**config.mk**
```make
export PLATFORM = sky130hd
export DESIGN_NAME = fft_output_reorder_buffer
export DESIGN_NICKNAME = d
export VERILOG_FILES = /design/src/rtl/fft_pkg.sv /design/src/rtl/fft_half_ram.sv /design/src/rtl/fft_output_reorder_buffer.sv
export SDC_FILE = /design/constraint.sdc
export NUM_CORES = 1
export LEC_CHECK = 0
export ABC_AREA = 1
export CAP_MARGIN = 20
export CORE_ASPECT_RATIO = 0.5
export CORE_MARGIN = 2
export CORE_UTILIZATION = 52
export CTS_CLUSTER_SIZE = 40
export DETAILED_ROUTE_END_ITERATION = 7
export PLACE_DENSITY = 0.68
export RECOVER_POWER = 50
export SYNTH_ARGS = -nofsm -noshare
export SYNTH_HDL_FRONTEND = slang
export SYNTH_HIERARCHICAL = 1
export SYNTH_SLANG_ARGS = --single-unit
```
**constraint.sdc**
```tcl
create_clock -name clk -period 3.8 [get_ports clk]
set_input_delay 0.76 -clock clk [delete_from_list [all_inputs] [get_ports clk]]
set_output_delay 0.76 -clock clk [all_outputs]
set_load 0.05 [all_outputs]
```
**src/rtl/fft_pkg.sv**
```systemverilog
// Shared types and helpers for the FFT output reorder buffer.
package fft_pkg;

    typedef enum logic [1:0] {
        EMPTY    = 2'd0,
        FILLING  = 2'd1,
        FULL     = 2'd2,
        DRAINING = 2'd3
    } bank_state_t;

    typedef enum logic {
        R_IDLE  = 1'b0,
        R_DRAIN = 1'b1
    } rd_state_t;

    function automatic int nfft(input int size_buffer);
        return 1 << size_buffer;
    endfunction

endpackage

```
**src/rtl/fft_half_ram.sv**
```systemverilog
// Simple dual-port RAM: one write port, one registered read port.
module fft_half_ram #(
    parameter int ADDR_W = 3,
    parameter int DATA_W = 32
) (
    input  logic              clk,
    input  logic              we,
    input  logic [ADDR_W-1:0] waddr,
    input  logic [DATA_W-1:0] wdata,
    input  logic              re,
    input  logic [ADDR_W-1:0] raddr,
    output logic [DATA_W-1:0] rdata
);

    logic [DATA_W-1:0] mem [2**ADDR_W];

    always_ff @(posedge clk) begin
        if (we) mem[waddr] <= wdata;
        if (re) rdata <= mem[raddr];
    end

endmodule

```
**src/rtl/fft_output_reorder_buffer.sv**
```systemverilog
// Ping-pong buffer turning (k, k+NFFT/2) butterfly pairs into a natural-order stream.
// Read FSM: R_IDLE | waiting for bank[rd_bank] FULL ; R_DRAIN | streaming bins 0..NFFT-1
module fft_output_reorder_buffer
    import fft_pkg::*;
#(
    parameter int SIZE_BUFFER   = 3,
    parameter int SIZE_OUT_DATA = 16
) (
    input  logic                     clk,
    input  logic                     reset,
    input  logic [SIZE_OUT_DATA-1:0] in_lo_i,
    input  logic [SIZE_OUT_DATA-1:0] in_lo_q,
    input  logic [SIZE_OUT_DATA-1:0] in_hi_i,
    input  logic [SIZE_OUT_DATA-1:0] in_hi_q,
    input  logic                     in_valid,
    output logic                     mutDone,
    output logic                     busy,
    output logic                     overflow,
    output logic [SIZE_OUT_DATA-1:0] out_i,
    output logic [SIZE_OUT_DATA-1:0] out_q,
    output logic [SIZE_BUFFER-1:0]   out_index,
    output logic                     out_last,
    output logic                     out_valid,
    input  logic                     out_ready
);

    localparam int NFFT = nfft(SIZE_BUFFER);
    localparam int AW   = SIZE_BUFFER - 1;
    localparam int DW   = 2 * SIZE_OUT_DATA;
    localparam logic [AW-1:0]          WR_LAST = AW'(NFFT / 2 - 1);
    localparam logic [SIZE_BUFFER-1:0] RD_LAST = SIZE_BUFFER'(NFFT - 1);

    bank_state_t bank_st [2];
    logic        wr_bank;
    logic [AW-1:0] wr_cnt;
    logic        accept, wr_last;

    rd_state_t   rd_state, rd_state_nxt;
    logic        rd_bank, all_issued;
    logic [SIZE_BUFFER-1:0] rd_cnt;
    logic        start, issue, release_bank;

    logic        ram_vld;
    logic [SIZE_BUFFER-1:0] ram_idx;
    logic [DW-1:0] lo_rdata, hi_rdata, ram_sel_data;
    logic        skid_vld, skid_vld_nxt;
    logic [DW-1:0] skid_data;
    logic [SIZE_BUFFER-1:0] skid_idx;
    logic        out_free;

    assign accept  = in_valid && (bank_st[wr_bank] == EMPTY || bank_st[wr_bank] == FILLING);
    assign wr_last = accept && (wr_cnt == WR_LAST);
    assign busy    = (bank_st[wr_bank] == FULL) || (bank_st[wr_bank] == DRAINING);

    fft_half_ram #(.ADDR_W(SIZE_BUFFER), .DATA_W(DW)) u_lo_ram (
        .clk   (clk),
        .we    (accept),
        .waddr ({wr_bank, wr_cnt}),
        .wdata ({in_lo_i, in_lo_q}),
        .re    (issue),
        .raddr ({rd_bank, rd_cnt[AW-1:0]}),
        .rdata (lo_rdata)
    );

    fft_half_ram #(.ADDR_W(SIZE_BUFFER), .DATA_W(DW)) u_hi_ram (
        .clk   (clk),
        .we    (accept),
        .waddr ({wr_bank, wr_cnt}),
        .wdata ({in_hi_i, in_hi_q}),
        .re    (issue),
        .raddr ({rd_bank, rd_cnt[AW-1:0]}),
        .rdata (hi_rdata)
    );

    assign ram_sel_data = ram_idx[SIZE_BUFFER-1] ? hi_rdata : lo_rdata;

    always_comb begin
        rd_state_nxt = rd_state;
        start        = 1'b0;
        release_bank = 1'b0;
        case (rd_state)
            R_IDLE: begin
                if (bank_st[rd_bank] == FULL) begin
                    start        = 1'b1;
                    rd_state_nxt = R_DRAIN;
                end
            end
            R_DRAIN: begin
                if (out_valid && out_ready && out_last) begin
                    release_bank = 1'b1;
                    rd_state_nxt = R_IDLE;
                end
            end
            default: rd_state_nxt = R_IDLE;
        endcase
    end

    // A read is only issued if its data is guaranteed a slot (output or skid) next cycle.
    always_comb begin
        out_free     = !out_valid || out_ready;
        skid_vld_nxt = out_free ? (skid_vld && ram_vld) : (skid_vld || ram_vld);
        issue        = (start || (rd_state == R_DRAIN && !all_issued)) && !skid_vld_nxt;
    end

    always_ff @(posedge clk or negedge reset) begin
        if (!reset) begin
            wr_bank  <= 1'b0;
            wr_cnt   <= '0;
            mutDone  <= 1'b0;
            overflow <= 1'b0;
            for (int b = 0; b < 2; b++) bank_st[b] <= EMPTY;
        end else begin
            mutDone  <= wr_last;
            overflow <= overflow || (in_valid && !accept);
            if (accept) wr_cnt <= wr_cnt + AW'(1);
            if (wr_last) wr_bank <= ~wr_bank;
            for (int b = 0; b < 2; b++) begin
                if (accept && wr_bank == 1'(b)) bank_st[b] <= wr_last ? FULL : FILLING;
                if (start && rd_bank == 1'(b)) bank_st[b] <= DRAINING;
                if (release_bank && rd_bank == 1'(b)) bank_st[b] <= EMPTY;
            end
        end
    end

    always_ff @(posedge clk or negedge reset) begin
        if (!reset) begin
            rd_state   <= R_IDLE;
            rd_bank    <= 1'b0;
            rd_cnt     <= '0;
            all_issued <= 1'b0;
            ram_vld    <= 1'b0;
            ram_idx    <= '0;
            skid_vld   <= 1'b0;
            skid_data  <= '0;
            skid_idx   <= '0;
            out_valid  <= 1'b0;
            out_last   <= 1'b0;
            out_i      <= '0;
            out_q      <= '0;
            out_index  <= '0;
        end else begin
            rd_state <= rd_state_nxt;
            if (issue) begin
                rd_cnt <= rd_cnt + SIZE_BUFFER'(1);
                if (rd_cnt == RD_LAST) all_issued <= 1'b1;
            end
            if (release_bank) begin
                rd_bank    <= ~rd_bank;
                rd_cnt     <= '0;
                all_issued <= 1'b0;
            end
            ram_vld <= issue;
            if (issue) ram_idx <= rd_cnt;
            skid_vld <= skid_vld_nxt;
            if (ram_vld && (out_free == skid_vld)) begin
                skid_data <= ram_sel_data;
                skid_idx  <= ram_idx;
            end
            if (out_free) begin
                out_valid <= skid_vld || ram_vld;
                out_last  <= 1'b0;
                if (skid_vld) begin
                    {out_i, out_q} <= skid_data;
                    out_index      <= skid_idx;
                    out_last       <= (skid_idx == RD_LAST);
                end else if (ram_vld) begin
                    {out_i, out_q} <= ram_sel_data;
                    out_index      <= ram_idx;
                    out_last       <= (ram_idx == RD_LAST);
                end
            end
        end
    end

endmodule

```
=== Word level (Yosys, flattened, before mapping) ===
Memory sizes are Yosys's and may differ from the RTL's. A register that Yosys moved wholly into a read port is not among the register bits.
Index checks and enable logic that the tools add are counted.

* Add/sub/neg operators: 2
* Order comparisons: 2
* Equality and inequality tests: 9
* Mux-type cells: 36
* Bitwise operators: 5
* Reductions and logical operators: 33

{| class="wikitable"
|+ Operators by type and width
! kind !! count
|-
| $mux W16 || 4
|-
| $mux W32 || 1
|-
| $mux W2 || 13
|-
| $logic_and A1 B1 Y1 || 15
|-
| $mux W1 || 13
|-
| $mux W3 || 4
|-
| $eq A3 B3 Y1 const B || 3
|-
| $eq A2 B2 Y1 const B || 4
|-
| $logic_or A1 B1 Y1 || 6
|-
| $reduce_bool A2 Y1 || 3
|-
| $reduce_bool A3 Y1 || 2
|-
| $ge A2 B2 Y1 const B || 2
|-
| $logic_not A1 Y1 || 4
|-
| $not A1 Y2 || 2
|-
| $reduce_and A2 Y1 || 2
|-
| $add A3 B1 Y3 const B || 1
|-
| $not A1 Y1 || 3
|-
| $add A2 B1 Y2 const B || 1
|-
| $eq A2 B1 Y1 const B || 1
|-
| $logic_not A2 Y1 || 1
|-
| $pmux W1 S2 || 1
|-
| $eq A1 B1 Y1 || 1
|}

* Flip-flop bits (word level): 92
* RAM bits: 512
* Input port bits: 68
* Output and inout bits: 40
* Logic and storage cells: 109
* Memories kept: 2

{| class="wikitable"
|+ Memory list
! name !! depth !! bits a word !! read ports !! clocked after memory_dff !! write ports !! line !! RTL
|-
| u_hi_ram.mem || 8 || 32 || 1 || 1 || 1 || fft_half_ram.sv:15 || <nowiki>logic [DATA_W-1:0] mem [2**ADDR_W];</nowiki>
|-
| u_lo_ram.mem || 8 || 32 || 1 || 1 || 1 || fft_half_ram.sv:15 ||
|}

=== Depth between registers and ports, before layout ===
Gate-level depths: netlist of the first run.

* Word-level depth: 12
* Mapped depth: 9

=== Hierarchy ===
The synthesis of the first run kept the hierarchy.

{| class="wikitable"
|+ Modules (own cells, without submodules)
! module !! instances !! cells an instance !! area each (um^2) !! sequential area each (um^2)
|-
| fft_half_ram || 2 || 1,156 || 12,192.9 || 8,648.3
|-
| fft_output_reorder_buffer || 1 || 570 || 4,339.2 || 2,302.2
|}

=== Worst setup path after synthesis of the first run ===
No wires, ideal clock.

* Path type: reg-to-reg
* From: register wr_bank
* To: memory u_hi_ram.mem[1][0], enable pin
* Library setup time: 421 ps
* Arrival: 2,744 ps
* Required time: 3,379 ps
* Path slack: 635 ps
* Stages on the path, launching flop included: 7
* Buffers on the path: 0
* Path through: dfrtp_1 > inv_1 > nor2_1 > nor2_1 > nor2_1 > nand2_1 > nor2_1

* Cells in the longest elaborated chain, start to end: 9
* Elaborated cells on any way between the ends: 10
* Those cells by class: 1 x eq/ne; 5 x mux; 1 x bitwise; 3 x reduce/logical

{| class="wikitable"
|+ RTL lines
! element !! line !! RTL
|-
| start, declared || fft_output_reorder_buffer.sv:34 || <nowiki>logic wr_bank;</nowiki>
|-
| start signal, assigned || fft_output_reorder_buffer.sv:116 || <nowiki>if (wr_last) wr_bank <= ~wr_bank;</nowiki>
|-
| $not A1 Y2 (not written as such) * || fft_output_reorder_buffer.sv:51 || <nowiki>assign accept = in_valid && (bank_st[wr_bank] == EMPTY || bank_st[wr_bank] == FILLING);</nowiki>
|-
| $mux W2 (not written as such) * (3 in a row) || fft_output_reorder_buffer.sv:51 ||
|-
| $eq A2 B1 Y1 / $logic_not A2 Y1 (equally long branches) || fft_output_reorder_buffer.sv:51 ||
|-
| $logic_or A1 B1 Y1 * || fft_output_reorder_buffer.sv:51 ||
|-
| $logic_and A1 B1 Y1 * || fft_output_reorder_buffer.sv:51 ||
|-
| net accept || fft_output_reorder_buffer.sv:36 || <nowiki>logic accept, wr_last;</nowiki>
|-
| $mux W1 * || fft_half_ram.sv:18 || <nowiki>if (we) mem[waddr] <= wdata;</nowiki>
|-
| $mux W1 (not written as such) * || fft_half_ram.sv:18 ||
|-
| end, declared || fft_half_ram.sv:15 ||
|}

Mark *: on every way through the listed nets, which the timed path passes. The rest lies on a longest branch. The select of a mux whose other input is x is not followed.

=== Final worst setup path of the first run ===
* From: register wr_bank
* To: memory u_lo_ram.mem[4][11], enable pin

* Cells in the longest elaborated chain, start to end: 9
* Elaborated cells on any way between the ends: 10
* Those cells by class: 1 x eq/ne; 5 x mux; 1 x bitwise; 3 x reduce/logical

{| class="wikitable"
|+ RTL lines
! element !! line
|-
| $not A1 Y2 (not written as such) * || fft_output_reorder_buffer.sv:51
|-
| $mux W2 (not written as such) * (3 in a row) || fft_output_reorder_buffer.sv:51
|-
| $eq A2 B1 Y1 / $logic_not A2 Y1 (equally long branches) || fft_output_reorder_buffer.sv:51
|-
| $logic_or A1 B1 Y1 * || fft_output_reorder_buffer.sv:51
|-
| $logic_and A1 B1 Y1 * || fft_output_reorder_buffer.sv:51
|-
| net accept || fft_output_reorder_buffer.sv:36
|-
| $mux W1 * || fft_half_ram.sv:18
|-
| $mux W1 (not written as such) * || fft_half_ram.sv:18
|-
| end, declared || fft_half_ram.sv:15
|}

Marked as above.

==> run summary, run 1 <==
* 788 nW/µm² — cell area power density
* flip-flop — element type at the critical path start
* 21.8% — total track usage
* 600 ps — clock network latency to the later pin of the worst-skew pair
* 3300 ps — min cycle time layout
* 85 — maximum number of pins on one net before global-route repair
* 0 — final setup violation count
* 18000 — vias in the first global route
* 5 — first-pass detailed-route iteration total
* 3 — maximum clock path buffer count
* 0.0610% — post-synthesis xor/xnor area fraction
* 2 — level count of the clock H-tree
* 0 — total setup buffers inserted after CTS
* 0 — detailed-route DRC error count
* 0 — total count of hold-check failures in the final report
* 24 — Cell variety after synth
* sky130_fd_sc_hd__clkbuf_16 — CTS root buf
* 13.4% — Syn-to-layout area delta
* 4090 ps — required time of the worst setup path
* 4.93% — share of layout cells above drive strength 1
* 0.526 mV — IR drop worst, VDD
* 3766 — Post-Layout Cell Count
* 61.3 mm — final wirelength
* 4.95 — drt via density
* 97.3 mm — global-route wire length before repair
* finished, violations left — status
* 9.97 µm² — average footprint of a synthesized cell
* 0.131% — share of synthesized cell area in full adder, half adder and majority cells
* 53.1% — starting utilization of the core area
* 18600 — vias
* 0.303 GHz — maximum clock rate
* 20.5% — fraction of the mapped netlist area in simple logic gates
* 1620 ps — transition at the pin with the smallest max-transition slack
* sky130_fd_sc_hd__edfxtp_1 — most used flip-flop cell after synthesis
* 12.8 ps — Fin Clk Skew
* no — unrepaired setup endpoints after global routing
* 0 — total congestion overflow
* 0 — Ant. Diodes
* 1124 x sky130_fd_sc_hd__nand2_1, 576 x sky130_fd_sc_hd__edfxtp_1, 536 x sky130_fd_sc_hd__inv_1, 266 x sky130_fd_sc_hd__nand3_1, 92 x sky130_fd_sc_hd__dfrtp_1 — Synth top cells by count
* simple AND/OR/NAND/NOR gates — combinational family with the most area after synthesis
* input pin to asynchronous set/reset pin — path category of the worst min-delay check
* 0 — final antenna-violating net count
* 576 — number of enable flip-flop cells after synthesis
* wr_bank — source of the worst register-to-register timing path
* 0.0148 µW — total leakage power
* 54100 µm² — Floorplan Core Area
* 60 — floorplan row count
* -7.94% — Slew HR
* 170 µm — Die Ht
* 8 — number of cell instances on the worst register-to-register path
* flip-flop — kind of end point of the critical path
* max-capacitance violations, max-slew violations — violations in the final reports
* inv_1 > nor2_1 > nor2_1 > nor2_1 > clkbuf_1 > nand2_1 > nor2_1 > buf_12 — chain of cells forming the critical path
* 13.8% — share of flip-flops with an asynchronous set or reset
* 108 — count of pins on the block boundary
* 336 µm — width of the die
* 3043 — number of nets in the layout
* 3590 ps — Worst Path Arrival
* 0 — count of hold buffers inserted by post-cts repair
* 668 — register bit total from synthesis
* sky130_fd_sc_hd__nand2_1 — most frequent cell after synthesis
* 6 — Yosys warnings
* flip-flop to flip-flop — crit path kind
* 2953 — net count of the mapped netlist
* yes — clock tree from TritonCTS
* 70 ps — Reg clk slew, reported paths
* wr_bank — Worst setup startpoint
* 1 — initial antenna violation count
* 0 ps — setup tns final
* 1.39% — Synth Area in Compound Gates
* 3656 — DP Cell Count
* 0.818 — routability congestion estimate
* 57300 µm² — area enclosed by the die boundary
* 1 — number of max-cap violations
* 920 ps — largest stage delay on the critical path
* sky130_fd_sc_hd__nor2_1 — cell occurring most often along the worst timing path
* 86.9% — Tcrit/Tclk final
* 28700 µm² — cell area after synthesis
* 2882 — post-synthesis cell count
* 35.8 mm — placed wire-length estimate
* 1863 — DRC violation total after the first TritonRoute iteration
* 23 — critical path peak fanout
* 16.3 µm — Routed WL per cell
* 60.2% — top cell type's share of synthesized area
* 107 — count of buffers from port buffering
* sky130_fd_sc_hd__edfxtp_1 — library cell with the largest summed area after synthesis
* 500 ps — R2R setup slack
* sky130_fd_sc_hd__edfxtp_1 60%, sky130_fd_sc_hd__nand2_1 15%, sky130_fd_sc_hd__dfrtp_1 8.0% — main area contributors after synthesis
* 68.2% — sequential cell area fraction in the yosys report
* u_lo_ram/mem[4][11] — destination of the worst register-to-register timing path
* 77 — fin. max-slew vios
* 58 — clock buffers created by TritonCTS
* 668 — clk sink count
* sky130_fd_sc_hd__nor2_1 — crit path max-delay cell type
* 209 ps — tightest hold margin
* 0% — portion of netlist area occupied by mux cells
* 0 — Gates resized, CTS repair
cell families after synthesis:
family | Yosys count
AO/OA/AOI/OAI | 78
XOR/XNOR | 2
adder cells (fa/ha/maj) | 3
buffers and inverters | 666
flip-flops | 668
AND/OR/NAND/NOR | 1465
worst max-delay path by stage:
stage,to
2_1_floorplan,u_hi_ram/mem[1][0]
3_3_place_gp,u_lo_ram/mem[4][11]
3_5_place_dp,u_lo_ram/mem[4][20]
4_1_cts,busy
5_1_grt,u_lo_ram/mem[4][15]
6_report,u_lo_ram/mem[4][11]
through the flow:
stage / util, % / power (µW) / setup WS, ps / cell area (µm²)
3_5_place_dp: 56.6 / 19600 / 916 / 30600
5_1_grt: 60.2 / 27200 / 374 / 32600
3_3_place_gp: 56.6 / 19400 / 910 / 30600
4_1_cts: 60.4 / 25900 / 650 / 32700
2_1_floorplan: - / 16700 / 635 / 28700
6_report: 60.2 / 25700 / 498 / 32600
metal layers:
metal | up-vias | track usage (%) | part of all wire (%)
met3 | 94 | 3.08 | 6.4
met5 | - | 0 | 0
met4 | 0 | 5.71 | 2.1
met2 | 523 | 35.7 | 47
met1 | 8827 | 31.0 | 45
li1 | 9194 | - | -
flip-flops by register name (all words and copies together) (netlist names), 2 cells and up:
register        flops
bank_st             4
out_i              16
out_index           3
out_q              16
ram_idx             3
rd_cnt              3
skid_data          32
skid_idx            3
u_hi_ram/mem      256
u_hi_ram/rdata     32
u_lo_ram/mem      256
u_lo_ram/rdata     32
wr_cnt              2
layout make-up:
| class | count | area (µm²) |
|---|---|---|
| well taps | 744 | 931 |
| flip-flops and latches | 668 | 19600 |
| clock buffers | 77 | 1630 |
| multi-input cells | 1548 | 6400 |
| inverters | 544 | 2040 |
| fillers | 4257 | 21500 |
| repair buffers | 152 | 1560 |
| clock inverters | 33 | 412 |
critical path: cells and delay by family, from the launching register on:
family | cells | cell delay [ps]
buffers and inverters | 3 | 820
AND/OR/NAND/NOR | 5 | 1570
flip-flops | 1 | 600
power breakdown:
group	internal (µW)	switching, µW	total [µW]
sequential	9870	694	10600
combinational	2430	6410	8850
clock	3680	2590	6270
total	16000	9700	25700
placed cells by master, fill, tap and decap left out, types with 11 or more instances in the layout:
cell type                         instances
sky130_fd_sc_hd__buf_12                  13
sky130_fd_sc_hd__buf_4                   24
sky130_fd_sc_hd__clkbuf_1                18
sky130_fd_sc_hd__clkbuf_16               61
sky130_fd_sc_hd__clkdlybuf4s50_1         41
sky130_fd_sc_hd__clkinv_1                11
sky130_fd_sc_hd__clkinv_2                13
sky130_fd_sc_hd__dfrtp_1                 90
sky130_fd_sc_hd__dlygate4sd3_1           65
sky130_fd_sc_hd__edfxtp_1               576
sky130_fd_sc_hd__inv_1                  538
sky130_fd_sc_hd__nand2_1               1124
sky130_fd_sc_hd__nand3_1                267
sky130_fd_sc_hd__nor2_1                  53
sky130_fd_sc_hd__nor2_4                  13
sky130_fd_sc_hd__o21ai_0                 61
Note: power is estimated with default switching activity, not from simulation.
==> inputs of run 2 (changes only) <==
--- a/config.mk
+++ b/config.mk
@@ -7,7 +7,6 @@
 export LEC_CHECK = 0
 export ABC_AREA = 1
 export CAP_MARGIN = 20
-export CORE_ASPECT_RATIO = 0.5
 export CORE_MARGIN = 2
 export CORE_UTILIZATION = 52
 export CTS_CLUSTER_SIZE = 40
@@ -16,5 +15,4 @@
 export RECOVER_POWER = 50
 export SYNTH_ARGS = -nofsm -noshare
 export SYNTH_HDL_FRONTEND = slang
-export SYNTH_HIERARCHICAL = 1
 export SYNTH_SLANG_ARGS = --single-unit
==> run summary, run 2 <==
* 37.2% — fraction of power spent switching nets, -0.60 points
* 24.8% — Clock Power Share, +0.4 points
* 22.7% — total track usage, +0.90 points
* 14.6% — Syn-to-layout area delta
* 90.8 mm — global-route wire length before repair, -6.7%
* 0 — total count of hold-check failures in the final report, unchanged
* 9380 µW — net load switching power, -3.2%
* 0 — total congestion overflow, unchanged
* 0 — detailed-route DRC error count, unchanged
* u_hi_ram.mem (256), u_lo_ram.mem (256) — largest registers
* 3550 ps — Worst Path Arrival, -40 ps
* no — unrepaired setup endpoints after global routing
* flip-flop to flip-flop — crit path kind
* clkinv_2 > clkbuf_1 > nand2_1 > nand2_1 — chain of cells forming the critical path
* 1600 — DRC violation total after the first TritonRoute iteration, -14%
* finished, violations left — status
* 25200 µW — total power draw, -1.7%
* 108 — count of pins on the block boundary, unchanged
* 67 — clock buffers created by TritonCTS, +16%
* 0.0108 µW — total leakage power, -27%
* 3180 ps — min cycle time layout, -123 ps
* 5 — first-pass detailed-route iteration total, unchanged
* 846 nW/µm² — cell area power density, +7.3%
* 5.64 — drt via density, +14%
* 42.0% — relative contribution of sequential cells to total power, +0.9 points
* flip-flop — element type at the critical path start
* 52.4% — starting utilization of the core area, -0.72 points
* 1520 ps — largest stage delay on the critical path, +600 ps
* 26000 µm² — cell area after synthesis, -9.3%
* sky130_fd_sc_hd__nand2_1 — cell occurring most often along the worst timing path
* max-capacitance violations, max-slew violations — violations in the final reports
* 66.4% — top cell type's share of synthesized area, +6.2 points
* 228 µm — Die Ht, +34%
* 119 — fin. max-slew vios, +55%
* 0.538 mV — IR drop worst, VDD, +2.3%
* 0.773 — routability congestion estimate, -5.6%
* sky130_fd_sc_hd__clkbuf_16 — CTS root buf
* -34.9% — Slew HR, -27 points
* 3 — level count of the clock H-tree, +1
* 107 — count of buffers from port buffering, unchanged
* 668 — clk sink count, unchanged
* 590 ps — clock network latency to the later pin of the worst-skew pair, about the same
* 173 — maximum number of pins on one net before global-route repair, +100%
* 75.2% — sequential cell area fraction in the yosys report, +7.0 points
* 576 — number of enable flip-flop cells after synthesis, unchanged
* sky130_fd_sc_hd__edfxtp_1 66%, sky130_fd_sc_hd__dfrtp_1 8.8%, sky130_fd_sc_hd__nand2_1 6.8% — main area contributors after synthesis
* 3 — maximum clock path buffer count, unchanged
* 32.6 mm — placed wire-length estimate, -9.0%
* 51900 µm² — area enclosed by the die boundary, -9.3%
* flip-flop — kind of end point of the critical path
* 12.5 µm² — average footprint of a synthesized cell, +25%
* 4 — initial antenna violation count, +3
* sky130_fd_sc_hd__edfxtp_1 — most used flip-flop cell after synthesis
* 83.7% — Tcrit/Tclk final, -3.2 points
* 16400 — vias, -12%
* 2 — number of max-cap violations, +1
* 60.0% — utilization after layout, -0.22 points
* sky130_fd_sc_hd__edfxtp_1 — library cell with the largest summed area after synthesis
* 0 — final antenna-violating net count, unchanged
* sky130_fd_sc_hd__edfxtp_1 — most frequent cell after synthesis
* 2020 ps — transition at the pin with the smallest max-transition slack, +405 ps
* 0 — final setup violation count, unchanged
* 3789 — Fill cells, -11%
* 2162 — net count of the mapped netlist, -27%
* sky130_fd_sc_hd__edfxtp_1 — most common cell after layout, fill and taps aside
* 6.36% — share of layout cells above drive strength 1, +1.4 points
* 576 x sky130_fd_sc_hd__edfxtp_1, 475 x sky130_fd_sc_hd__nand2_1, 309 x sky130_fd_sc_hd__nor2_1, 201 x sky130_fd_sc_hd__o21ai_0 — Synth top cells by count
* 2251 — number of nets in the layout, -26%
* flip-flop to flip-flop — path category of the worst min-delay check
* 15900 µW — cell-internal power, -0.74%
* 576 x sky130_fd_sc_hd__edfxtp_1, 475 x sky130_fd_sc_hd__nand2_1, 304 x sky130_fd_sc_hd__nor2_1, 230 x sky130_fd_sc_hd__o21ai_0, 128 x sky130_fd_sc_hd__o22ai_1 — most frequent cells in the layout
* 2906 — Post-Layout Cell Count, -23%
* 0 — Yosys warnings, -6
* 49800 µm² — Floorplan Core Area, -8.1%
* 2780 — DP Cell Count, -24%
* 2091 — post-synthesis cell count, -27%
* 60 ps — Reg clk slew, reported paths, about the same
* 28 — Cell variety after synth, +17%
* 59.3 mm — final wirelength, -3.3%
* 38 — critical path peak fanout, +65%
* sky130_fd_sc_hd__clkbuf_1 — crit path max-delay cell type
* 4170 ps — required time of the worst setup path, +80 ps
* 15700 — vias in the first global route, -13%
* 228 µm — width of the die, -32%
* 0 — Gates resized, CTS repair, unchanged
* 668 — register bit total from synthesis, unchanged
* yes — clock tree from TritonCTS
* 82 — floorplan row count, +37%
* 21.7 ps — Fin Clk Skew, +8.83 ps
* 13.8% — share of flip-flops with an asynchronous set or reset, unchanged
* 0.315 GHz — maximum clock rate, +3.9%
* 33.1% — power share of the combinational group, -1.3 points
* 0 ps — setup tns final, unchanged
* 20.4 µm — Routed WL per cell, +25%
run 2: kinds of logic after synthesis:
family                   after synthesis  share of synthesized area, %
AO/OA/AOI/OAI                        465                          9.58
XOR/XNOR                               1                        0.0336
adder cells (fa/ha/maj)                3                         0.144
buffers and inverters                148                          3.16
flip-flops                           668                          75.2
AND/OR/NAND/NOR                      806                          11.9
run 2: final timing paths:
kind,from,to,slack (ps),cells after the start
min in group asynchronous,reset,skid_idx[0],680,2
max in group asynchronous,reset,out_q[11],2040,4
worst min-delay path,overflow,overflow,450,1
worst min register to register,overflow,overflow,450,1
worst max-delay path,rd_bank,u_lo_ram.rdata[22],620,4
worst max register to register,rd_bank,u_lo_ram.rdata[22],620,4
run 2: final cells by class:
class | instances | area [µm²] | area share [%]
Antenna cell | 1 | 2.50 | 0.00838
Clock buffer | 86 | 1800 | 6.02
Clock inverter | 36 | 297 | 0.994
Inverter | 24 | 97.6 | 0.327
Multi-Input combinational cell | 1275 | 5670 | 19.0
Sequential cell | 668 | 19600 | 65.7
Tap cell | 672 | 841 | 2.82
Timing Repair Buffer | 144 | 1540 | 5.15
run 2: per-layer routing:
metal | routed length [µm] | vias to the layer above | global-route usage (%)
met5 | 26 | - | 0
met4 | 1310 | 4 | 7.73
met3 | 3890 | 107 | 3.85
met2 | 28800 | 602 | 37.4
met1 | 25200 | 8086 | 31.0
li1 | - | 7603 | -
run 2: timing repair:
item | in CTS | in global routing
hold endpoints to repair | 0 | 7
buffers inserted | 0 | 0
hold buffers | 0 | 1
run 2: power by group through the flow:
stage	Clock, µW	Sequential (µW)	Combinational [µW]
6_report	6270	10600	8370
5_1_grt	6680	10700	9180
4_1_cts	6370	10600	8440
3_5_place_dp	0	10700	8410
3_3_place_gp	0	10700	8210
2_1_floorplan	0	11200	5050
run 2: worst max-delay path, delay by kind of cell, from the launching register on:
| family | cells | cell delay [ps] |
|---|---|---|
| DFF | 1 | 440 |
| and+or+nand+nor | 2 | 430 |
| buffers and inverters | 2 | 2060 |
run 2: through the flow:
stage	instance area, µm²	worst slack, ps	hold slack (ps)
floorplan	26100	-524	437
finish	29800	621	450
global route	29800	559	481
CTS	29800	855	371
detailed placement	27700	873	442
global placement	27700	862	441
